<file path="src/rtl/mc_alu_pkg.sv">
// mc_alu_pkg: opcode map and FSM state type shared by the multi-cycle ALU.
// Optional iterative mul/divu/remu is enabled by defining MC_ALU_MULDIV_EN.
package mc_alu_pkg;

    // Opcode map; 00000-01011 are inherited from the single-cycle ALU.
    localparam logic [4:0] OP_ADD  = 5'b00000;
    localparam logic [4:0] OP_ZERO = 5'b00001;
    localparam logic [4:0] OP_SUB  = 5'b00010;
    localparam logic [4:0] OP_AND  = 5'b00011;
    localparam logic [4:0] OP_OR   = 5'b00100;
    localparam logic [4:0] OP_XOR  = 5'b00101;
    localparam logic [4:0] OP_NOR  = 5'b00110;
    localparam logic [4:0] OP_SLL  = 5'b00111;
    localparam logic [4:0] OP_SRL  = 5'b01000;
    localparam logic [4:0] OP_SRA  = 5'b01001;
    localparam logic [4:0] OP_SLTU = 5'b01010;
    localparam logic [4:0] OP_SLT  = 5'b01011;
    localparam logic [4:0] OP_MUL  = 5'b01100;
    localparam logic [4:0] OP_DIVU = 5'b01101;
    localparam logic [4:0] OP_REMU = 5'b01110;

    typedef enum logic [1:0] {
        IDLE = 2'd0,
        BUSY = 2'd1,
        DONE = 2'd2
    } state_t;

    // True for the opcodes that need the iterative datapath.
    function automatic logic is_muldiv(input logic [4:0] op);
        return (op == OP_MUL) || (op == OP_DIVU) || (op == OP_REMU);
    endfunction

endpackage

</file>
<file path="src/rtl/mc_alu_muldiv.sv">
// mc_alu_muldiv: shared iterative datapath, one shift-add (multiply) or one
// restoring-divide step per 'step' cycle. Registers are reused by both modes:
//   acc : product accumulator / partial remainder
//   b   : shifted multiplicand / dividend shifting into quotient
//   c   : multiplier shifting right / divisor (constant)
// Outputs carry the post-step values and are only meaningful when 'last'.
// Only instantiated when MC_ALU_MULDIV_EN is defined.
module mc_alu_muldiv
    import mc_alu_pkg::*;
#(
    parameter int WIDTH = 32
) (
    input  logic             clk,
    input  logic             reset,
    input  logic             start,
    input  logic             step,
    input  logic             last,
    input  logic             is_div,
    input  logic [WIDTH-1:0] in1,
    input  logic [WIDTH-1:0] in2,
    output logic [WIDTH-1:0] prod,
    output logic [WIDTH-1:0] quo,
    output logic [WIDTH-1:0] rem
);

    logic [WIDTH-1:0] acc_q, acc_d;
    logic [WIDTH-1:0] b_q, b_d;
    logic [WIDTH-1:0] c_q, c_d;
    logic             mode_q, mode_d;
    logic [WIDTH:0]   trial;
    logic [WIDTH:0]   diff;

    // Datapath registers.
    always_ff @(posedge clk) begin
        if (reset) begin
            acc_q  <= '0;
            b_q    <= '0;
            c_q    <= '0;
            mode_q <= 1'b0;
        end else begin
            acc_q  <= acc_d;
            b_q    <= b_d;
            c_q    <= c_d;
            mode_q <= mode_d;
        end
    end

    // Load on start, otherwise advance one iteration per step.
    always_comb begin
        acc_d  = acc_q;
        b_d    = b_q;
        c_d    = c_q;
        mode_d = mode_q;
        trial  = {acc_q, b_q[WIDTH-1]};
        diff   = trial - {1'b0, c_q};
        if (start) begin
            acc_d  = '0;
            b_d    = in1;
            c_d    = in2;
            mode_d = is_div;
        end else if (step) begin
            if (mode_q) begin
                // Restoring divide: shift next dividend bit into remainder.
                if (trial >= {1'b0, c_q}) begin
                    acc_d = diff[WIDTH-1:0];
                    b_d   = {b_q[WIDTH-2:0], 1'b1};
                end else begin
                    acc_d = trial[WIDTH-1:0];
                    b_d   = {b_q[WIDTH-2:0], 1'b0};
                end
            end else begin
                // Shift-add multiply, low WIDTH bits only.
                if (c_q[0]) begin
                    acc_d = acc_q + b_q;
                end
                b_d = b_q << 1;
                c_d = c_q >> 1;
            end
        end
    end

    // Results are presented only on the final step.
    always_comb begin
        prod = last ? acc_d : '0;
        quo  = last ? b_d   : '0;
        rem  = last ? acc_d : '0;
    end

endmodule

</file>
<file path="src/rtl/mc_alu.sv">
// mc_alu: multi-cycle ALU with registered valid/ready handshake.
// Handshake: an op is accepted on a rising edge where in_valid && in_ready
// (in_ready only in IDLE); a result is consumed on a rising edge where
// out_valid && out_ready, and result/div_by_zero are held until then.
// Define MC_ALU_MULDIV_EN to build iterative mul/divu/remu; otherwise those
// opcodes finish in one cycle with result 0.
module mc_alu
    import mc_alu_pkg::*;
#(
    parameter int WIDTH = 32
) (
    input  logic             clk,
    input  logic             reset,
    input  logic             in_valid,
    output logic             in_ready,
    input  logic [4:0]       alu_op,
    input  logic [WIDTH-1:0] in1,
    input  logic [WIDTH-1:0] in2,
    output logic             out_valid,
    input  logic             out_ready,
    output logic [WIDTH-1:0] result,
    output logic             div_by_zero
);

    localparam int SHW = $clog2(WIDTH);

    state_t           state_q, state_d;
    logic [WIDTH-1:0] result_q, result_d;
    logic             dbz_q, dbz_d;
    logic [WIDTH-1:0] single_res;
    logic [SHW-1:0]   sh;

    // Single-cycle ops, evaluated directly on the offered operands.
    always_comb begin
        sh = in1[SHW-1:0];
        case (alu_op)
            OP_ADD:  single_res = in1 + in2;
            OP_SUB:  single_res = in1 - in2;
            OP_AND:  single_res = in1 & in2;
            OP_OR:   single_res = in1 | in2;
            OP_XOR:  single_res = in1 ^ in2;
            OP_NOR:  single_res = ~in1 & ~in2;
            OP_SLL:  single_res = in2 << sh;
            OP_SRL:  single_res = in2 >> sh;
            OP_SRA:  single_res = $signed(in2) >>> sh;
            OP_SLTU: single_res = {{(WIDTH-1){1'b0}}, (in1 < in2)};
            OP_SLT:  single_res = {{(WIDTH-1){1'b0}}, ($signed(in1) < $signed(in2))};
            default: single_res = '0;
        endcase
    end

`ifdef MC_ALU_MULDIV_EN
    localparam int CW = $clog2(WIDTH) + 1;

    logic [4:0]       op_q, op_d;
    logic [CW-1:0]    count_q, count_d;
    logic             md_start, md_step, md_last;
    logic [WIDTH-1:0] md_prod, md_quo, md_rem;

    mc_alu_muldiv #(.WIDTH(WIDTH)) u_muldiv (
        .clk    (clk),
        .reset  (reset),
        .start  (md_start),
        .step   (md_step),
        .last   (md_last),
        .is_div (alu_op != OP_MUL),
        .in1    (in1),
        .in2    (in2),
        .prod   (md_prod),
        .quo    (md_quo),
        .rem    (md_rem)
    );

    // Opcode and iteration counter for the long ops.
    always_ff @(posedge clk) begin
        if (reset) begin
            op_q    <= OP_ADD;
            count_q <= '0;
        end else begin
            op_q    <= op_d;
            count_q <= count_d;
        end
    end
`endif

    // State and output registers.
    always_ff @(posedge clk) begin
        if (reset) begin
            state_q  <= IDLE;
            result_q <= '0;
            dbz_q    <= 1'b0;
        end else begin
            state_q  <= state_d;
            result_q <= result_d;
            dbz_q    <= dbz_d;
        end
    end

    // Next-state logic: accept in IDLE, iterate in BUSY, hold in DONE.
    always_comb begin
        state_d  = state_q;
        result_d = result_q;
        dbz_d    = dbz_q;
`ifdef MC_ALU_MULDIV_EN
        op_d     = op_q;
        count_d  = count_q;
        md_start = 1'b0;
        md_step  = 1'b0;
        md_last  = 1'b0;
`endif
        case (state_q)
            IDLE: begin
                if (in_valid) begin
`ifdef MC_ALU_MULDIV_EN
                    op_d = alu_op;
                    if (is_muldiv(alu_op)) begin
                        if (alu_op != OP_MUL && in2 == '0) begin
                            // Divide by zero: no iteration.
                            result_d = (alu_op == OP_DIVU) ? '1 : in1;
                            dbz_d    = 1'b1;
                            state_d  = DONE;
                        end else begin
                            md_start = 1'b1;
                            count_d  = CW'(WIDTH);
                            state_d  = BUSY;
                        end
                    end else begin
                        result_d = single_res;
                        dbz_d    = 1'b0;
                        state_d  = DONE;
                    end
`else
                    result_d = single_res;
                    dbz_d    = 1'b0;
                    state_d  = DONE;
`endif
                end
            end
`ifdef MC_ALU_MULDIV_EN
            BUSY: begin
                md_step = 1'b1;
                count_d = count_q - CW'(1);
                if (count_q == CW'(1)) begin
                    md_last = 1'b1;
                    dbz_d   = 1'b0;
                    case (op_q)
                        OP_MUL:  result_d = md_prod;
                        OP_DIVU: result_d = md_quo;
                        default: result_d = md_rem;
                    endcase
                    state_d = DONE;
                end
            end
`endif
            DONE: begin
                if (out_ready) begin
                    state_d = IDLE;
                end
            end
            default: state_d = IDLE;
        endcase
    end

    // Handshake outputs are pure decodes of registered state.
    always_comb begin
        in_ready    = (state_q == IDLE);
        out_valid   = (state_q == DONE);
        result      = result_q;
        div_by_zero = dbz_q;
    end

endmodule

</file>
<file path="config.mk">
export PLATFORM = sky130hd
export DESIGN_NAME = mc_alu
export DESIGN_NICKNAME = d
export VERILOG_FILES = /design/src/rtl/mc_alu_pkg.sv /design/src/rtl/mc_alu_muldiv.sv /design/src/rtl/mc_alu.sv
export SDC_FILE = /design/constraint.sdc
export NUM_CORES = 1
export LEC_CHECK = 0
export ABC_AREA = 1
export CORE_MARGIN = 2
export CORE_UTILIZATION = 66
export DETAILED_ROUTE_END_ITERATION = 10
export GPL_TIMING_DRIVEN = 0
export HOLD_SLACK_MARGIN = 0.08
export PLACE_DENSITY = 0.9
export SLEW_MARGIN = 15
export SYNTH_ARGS = -nofsm -noshare
export SYNTH_HDL_FRONTEND = slang
export SYNTH_SLANG_ARGS = --single-unit
export TNS_END_PERCENT = 100
</file>
<file path="constraint.sdc">
create_clock -name clk -period 7.55 [get_ports clk]
set_input_delay 1.51 -clock clk [delete_from_list [all_inputs] [get_ports clk]]
set_output_delay 1.51 -clock clk [all_outputs]
set_load 0.02 [all_outputs]
</file>
==> results of run 1 <==
-- cell families after synthesis --
logic type,count (synthesis),synth area share
xor+xnor,1,0.0007586
buf+inv,396,0.1430
flops,33,0.05721
compound gates,220,0.1046
fa+ha+maj,102,0.1118
other cells,1,0.0003248
simple gates,1548,0.5823
-- metrics by stage --
| step | util | cells | hold WS, ps |
|---|---|---|---|
| floorplan | - | 2301 | 544.9 |
| CTS | 0.7599 | 2639 | 463.3 |
| detailed placement | 0.7499 | 2631 | 455.2 |
| global placement | 0.7499 | 2631 | 453.1 |
-- per-layer routing --
metal | overflow | track usage
met5 | 0 | 0.05278
met4 | 5 | 0.5503
met3 | 0 | 0.3945
met2 | 2 | 0.8138
met1 | 0 | 0.6857
==> flow_metrics.py, run 1 <==
metrics = {
    "floorplanning": {
        "rows": 48,
        "io_pins": 108,
        "die_w_um": 136.3,
        "start_util": 0.6723,
        "die_h_um": 136.3,
    },
    "clocking": {
        "clock_sinks": 33,
        "root_buffer": "clkbuf_16",
        "post_cts_buffers": 0,
        "numCtsBuffers": 5,
        "clockBufferDepth": 2,
        "htree_levels": 2,
        "ctsHoldBuffers": 0,
        "ctsResizeCount": 0,
    },
    "placement": {
        "globalplace.congestion": 1.329,
        "port-buffer-count": 105,
        "dp_hpwl_um": 43860,
        "dpl_cell_area_um2": 12880,
        "place_ws_ps": 2124,
    },
    "synthesis": {
        "synth_top_area_share": 0.2666,
        "ys_top_cells_by_area": "nand2_1 27%, nand3_1 19%, ha_1 11%",
        "synth_common_cells": "820 x nand2_1, 445 x nand3_1, 271 x inv_1",
        "synthFlopType": "dfxtp_1",
        "synth_warnings": 0,
        "synthArstFlopShare": 0,
        "synth.most_common_cell": "nand2_1",
        "syn_area_per_cell_um2": 5.018,
        "synth_fp_nets": 2476,
        "yosysSeqAreaShare": 0.05721,
        "synth_top_cell_by_area": "nand2_1",
        "yosys_register_bits": 33,
        "synth_edf_count": 0,
        "syn-instance-count": 2301,
        "synth_cell_types": 46,
        "syn_area_um2": 11550,
    },
    "outcome": {
        "status": "aborted with a tool error",
        "haltStage": "global routing (5_1_grt)",
        "tool.error": "[ERROR GRT-0116] Global routing finished with congestion. Check the congestion regions in the DRC Viewer.",
    },
    "global_routing": {
        "grt_overflow_total": 7,
        "track_usage": 0.6245,
        "first_global_vias": 16740,
        "grt_pass1_wl_um": 88710,
        "grt_max_degree": 12,
    },
}
==> inputs of run 2 (changes only) <==
--- a/config.mk
+++ b/config.mk
@@ -7,11 +7,10 @@
 export LEC_CHECK = 0
 export ABC_AREA = 1
 export CORE_MARGIN = 2
-export CORE_UTILIZATION = 66
+export CORE_UTILIZATION = 40
 export DETAILED_ROUTE_END_ITERATION = 10
 export GPL_TIMING_DRIVEN = 0
-export HOLD_SLACK_MARGIN = 0.08
-export PLACE_DENSITY = 0.9
+export PLACE_DENSITY_LB_ADDON = 0.15
 export SLEW_MARGIN = 15
 export SYNTH_ARGS = -nofsm -noshare
 export SYNTH_HDL_FRONTEND = slang
==> flow_metrics.py, run 2 <==
metrics = {
    "power": {
        "p_int_uw": 548.8,
        "vdd_drop_max_uv": 76.07,
        "power.density_nw_per_um2": 92.85,
        "p_sw_frac": 0.5528,
        "p_leak_nw": 6.988,
        "p_comb_frac": 0.689,
        "netSwitchingPower_uw": 678.4,
        "power.share.clock": 0.160,
        "pwr-share-seq": 0.151,
    },
    "setup_path": {
        "end_kind": "register",
        "critical_path.max_fanout": 10,
        "crit_path_start": "in1[3]",
        "r2r_end": "result[16]",
        "timing.rr.start": "state_q[1]",
        "cp.required_ps": 7690,
        "start_kind": "primary input",
        "r2r_cells": 6,
        "endpoint": "result[9]",
        "critPathKind": "in2reg",
        "critical_path_arrival_ps": 5740,
        "r2r_setup_slack_ps": 5880,
    },
    "clocking": {
        "post_cts_buffers": 0,
        "numCtsBuffers": 5,
        "ctsResizeCount": 0,
        "path_clk_slew_ps": 50,
        "clockBufferDepth": 2,
        "htree_levels": 2,
        "ctsHoldBuffers": 0,
        "cts_tree": "yes",
        "root_buffer": "clkbuf_16",
        "clk_latency_ps": 280,
        "clock_sinks": 33,
    },
    "drt": {
        "first_pass_iters": 6,
        "drt_first_iter_violations": 2144,
        "routed_via_density": 5.859,
        "drc": 0,
        "routedWlPerCell_um": 23.41,
        "finalWirelength_um": 65500,
        "ant_nets": 0,
        "num_vias": 16390,
    },
    "floorplanning": {
        "die_h_um": 173.9,
        "dieArea_um2": 30240,
        "core_um2": 28550,
        "start_util": 0.4045,
        "die_w_um": 173.9,
        "rows": 62,
        "io_pins": 108,
    },
    "synthesis": {
        "synth_top_cell_by_area": "nand2_1",
        "ys_top_cells_by_area": "nand2_1 27%, nand3_1 19%, ha_1 11%",
        "yosys_register_bits": 33,
        "syn_area_per_cell_um2": 5.018,
        "synth_cell_types": 46,
        "syn_area_um2": 11550,
        "yosysSeqAreaShare": 0.05721,
        "synth_common_cells": "820 x nand2_1, 445 x nand3_1, 271 x inv_1",
        "synth_fp_nets": 2476,
        "syn-instance-count": 2301,
        "synth_edf_count": 0,
        "synth_warnings": 0,
        "synth.most_common_cell": "nand2_1",
        "synthArstFlopShare": 0,
        "synth_top_area_share": 0.2666,
        "synthFlopType": "dfxtp_1",
    },
    "timing": {
        "fin_crit_sh": 0.7412,
        "skew_ps": 4.203,
        "relSlewSlack": 0.4377,
        "setup_viol_count_final": 0,
        "worst_pin_slew_ps": 843.4,
        "fin_crit_ps": 5596,
        "fin_setup_tns_ps": 0,
        "slew_violations": 0,
        "rsz0062_at_grt": "no",
        "max_freq_ghz": 0.1787,
        "hold_violations": 0,
    },
    "cells_and_area": {
        "layout_common_cells": "820 x nand2_1, 445 x nand3_1, 271 x inv_1, 168 x nor2_1, 114 x a21oi_1",
        "final_util": 0.4630,
        "layout_commonest_cell": "nand2_1",
        "largest_reg_flops": 32,
        "syn_to_final_growth_pct": 14.47,
        "fillers": 3310,
        "num_antenna_cells": 0,
        "multi_input_area_um2": 9235,
        "final_nets": 2588,
        "register_area_um2": 660.6,
        "layout-drive-gt1-share": 0.05468,
    },
    "global_routing": {
        "grt_max_degree": 12,
        "first_global_vias": 15210,
        "antenna_found_initial": 0,
        "grt_pass1_wl_um": 95200,
        "grt_overflow_total": 0,
        "track_usage": 0.4227,
    },
    "job": {
        "maxCapViolCount": 0,
    },
    "min_path": {
        "hp-class": "reg2reg",
    },
    "placement": {
        "port-buffer-count": 105,
        "dp_hpwl_um": 54960,
        "globalplace.congestion": 1.075,
    },
    "outcome": {
        "status": "completed",
    },
}
run 2: final cells by class:
| type | count | share of cell area |
|---|---|---|
| clock inverters | 2 | 0.0007573 |
| plain buffers | 105 | 0.04193 |
| repair buffers | 105 | 0.07952 |
| multi-input cells | 1872 | 0.6987 |
| well taps | 384 | 0.03635 |
| flip-flops and latches | 33 | 0.04998 |
| inverters | 291 | 0.08302 |
| clock buffers | 6 | 0.009750 |
run 2: how the worst min path moves through the flow:
stage,cells past startpoint,startpoint,endpoint
2_1_floorplan,2,result[19],result[19]
3_3_place_gp,2,result[20],result[20]
3_5_place_dp,2,result[12],result[12]
4_1_cts,2,result[12],result[12]
5_1_grt,2,result[20],result[20]
6_report,2,result[12],result[12]
run 2: cell families (layout without fill, tap and decap cells):
logic type	after synthesis	after routing	share of synthesized area
compound gates	220	220	0.1046
other cells	1	1	0.0003248
simple gates	1548	1548	0.5823
flops	33	33	0.05721
xor+xnor	1	1	0.0007586
fa+ha+maj	102	102	0.1118
buf+inv	396	509	0.1430
run 2: stage by stage:
stage	power (mW)	instances	hold slack, ps	setup WS (ps)	instance area, um^2
final	1.227	2798	467.6	1954	13220
after global routing	1.307	2798	482.0	1800	13220
after CTS	1.197	2798	466.9	2299	13220
after detailed placement	0.9964	2790	458.4	2013	13080
after global placement	0.9936	2790	454.1	2044	13080
after floorplan	0.6891	2301	544.9	3856	11550
run 2: critical path: stages:
cell and delay [ps]:
clkdlybuf4s50_1 670, inv_1 220, buf_2 270, buf_1 550, ha_1 440, nor2_1 310, nand3_1 150, nand3_1 260
nand2_1 80, nand2_1 150, a21oi_1 90, nor2_1 290, nand3_1 440, nand2_1 180, a21oi_1 100
run 2: metal layers:
| layer | vias to the layer above | global-route usage | part of all wire |
|---|---|---|---|
| li1 | 7642 | - | - |
| met1 | 7496 | 0.5273 | 0.39 |
| met2 | 1025 | 0.6921 | 0.45 |
| met3 | 231 | 0.05249 | 0.091 |
| met4 | 0 | 0.2640 | 0.076 |
| met5 | - | 0 | 0 |
run 2: power by group through the flow:
stage,registers [mW],logic [mW],clock network [mW]
after global placement,0.188,0.805,0
after detailed placement,0.189,0.808,0
after CTS,0.185,0.811,0.201
after global routing,0.186,0.910,0.211
after floorplan,0.197,0.492,0
final,0.185,0.846,0.196
Note: power is estimated with default switching activity, not from simulation.
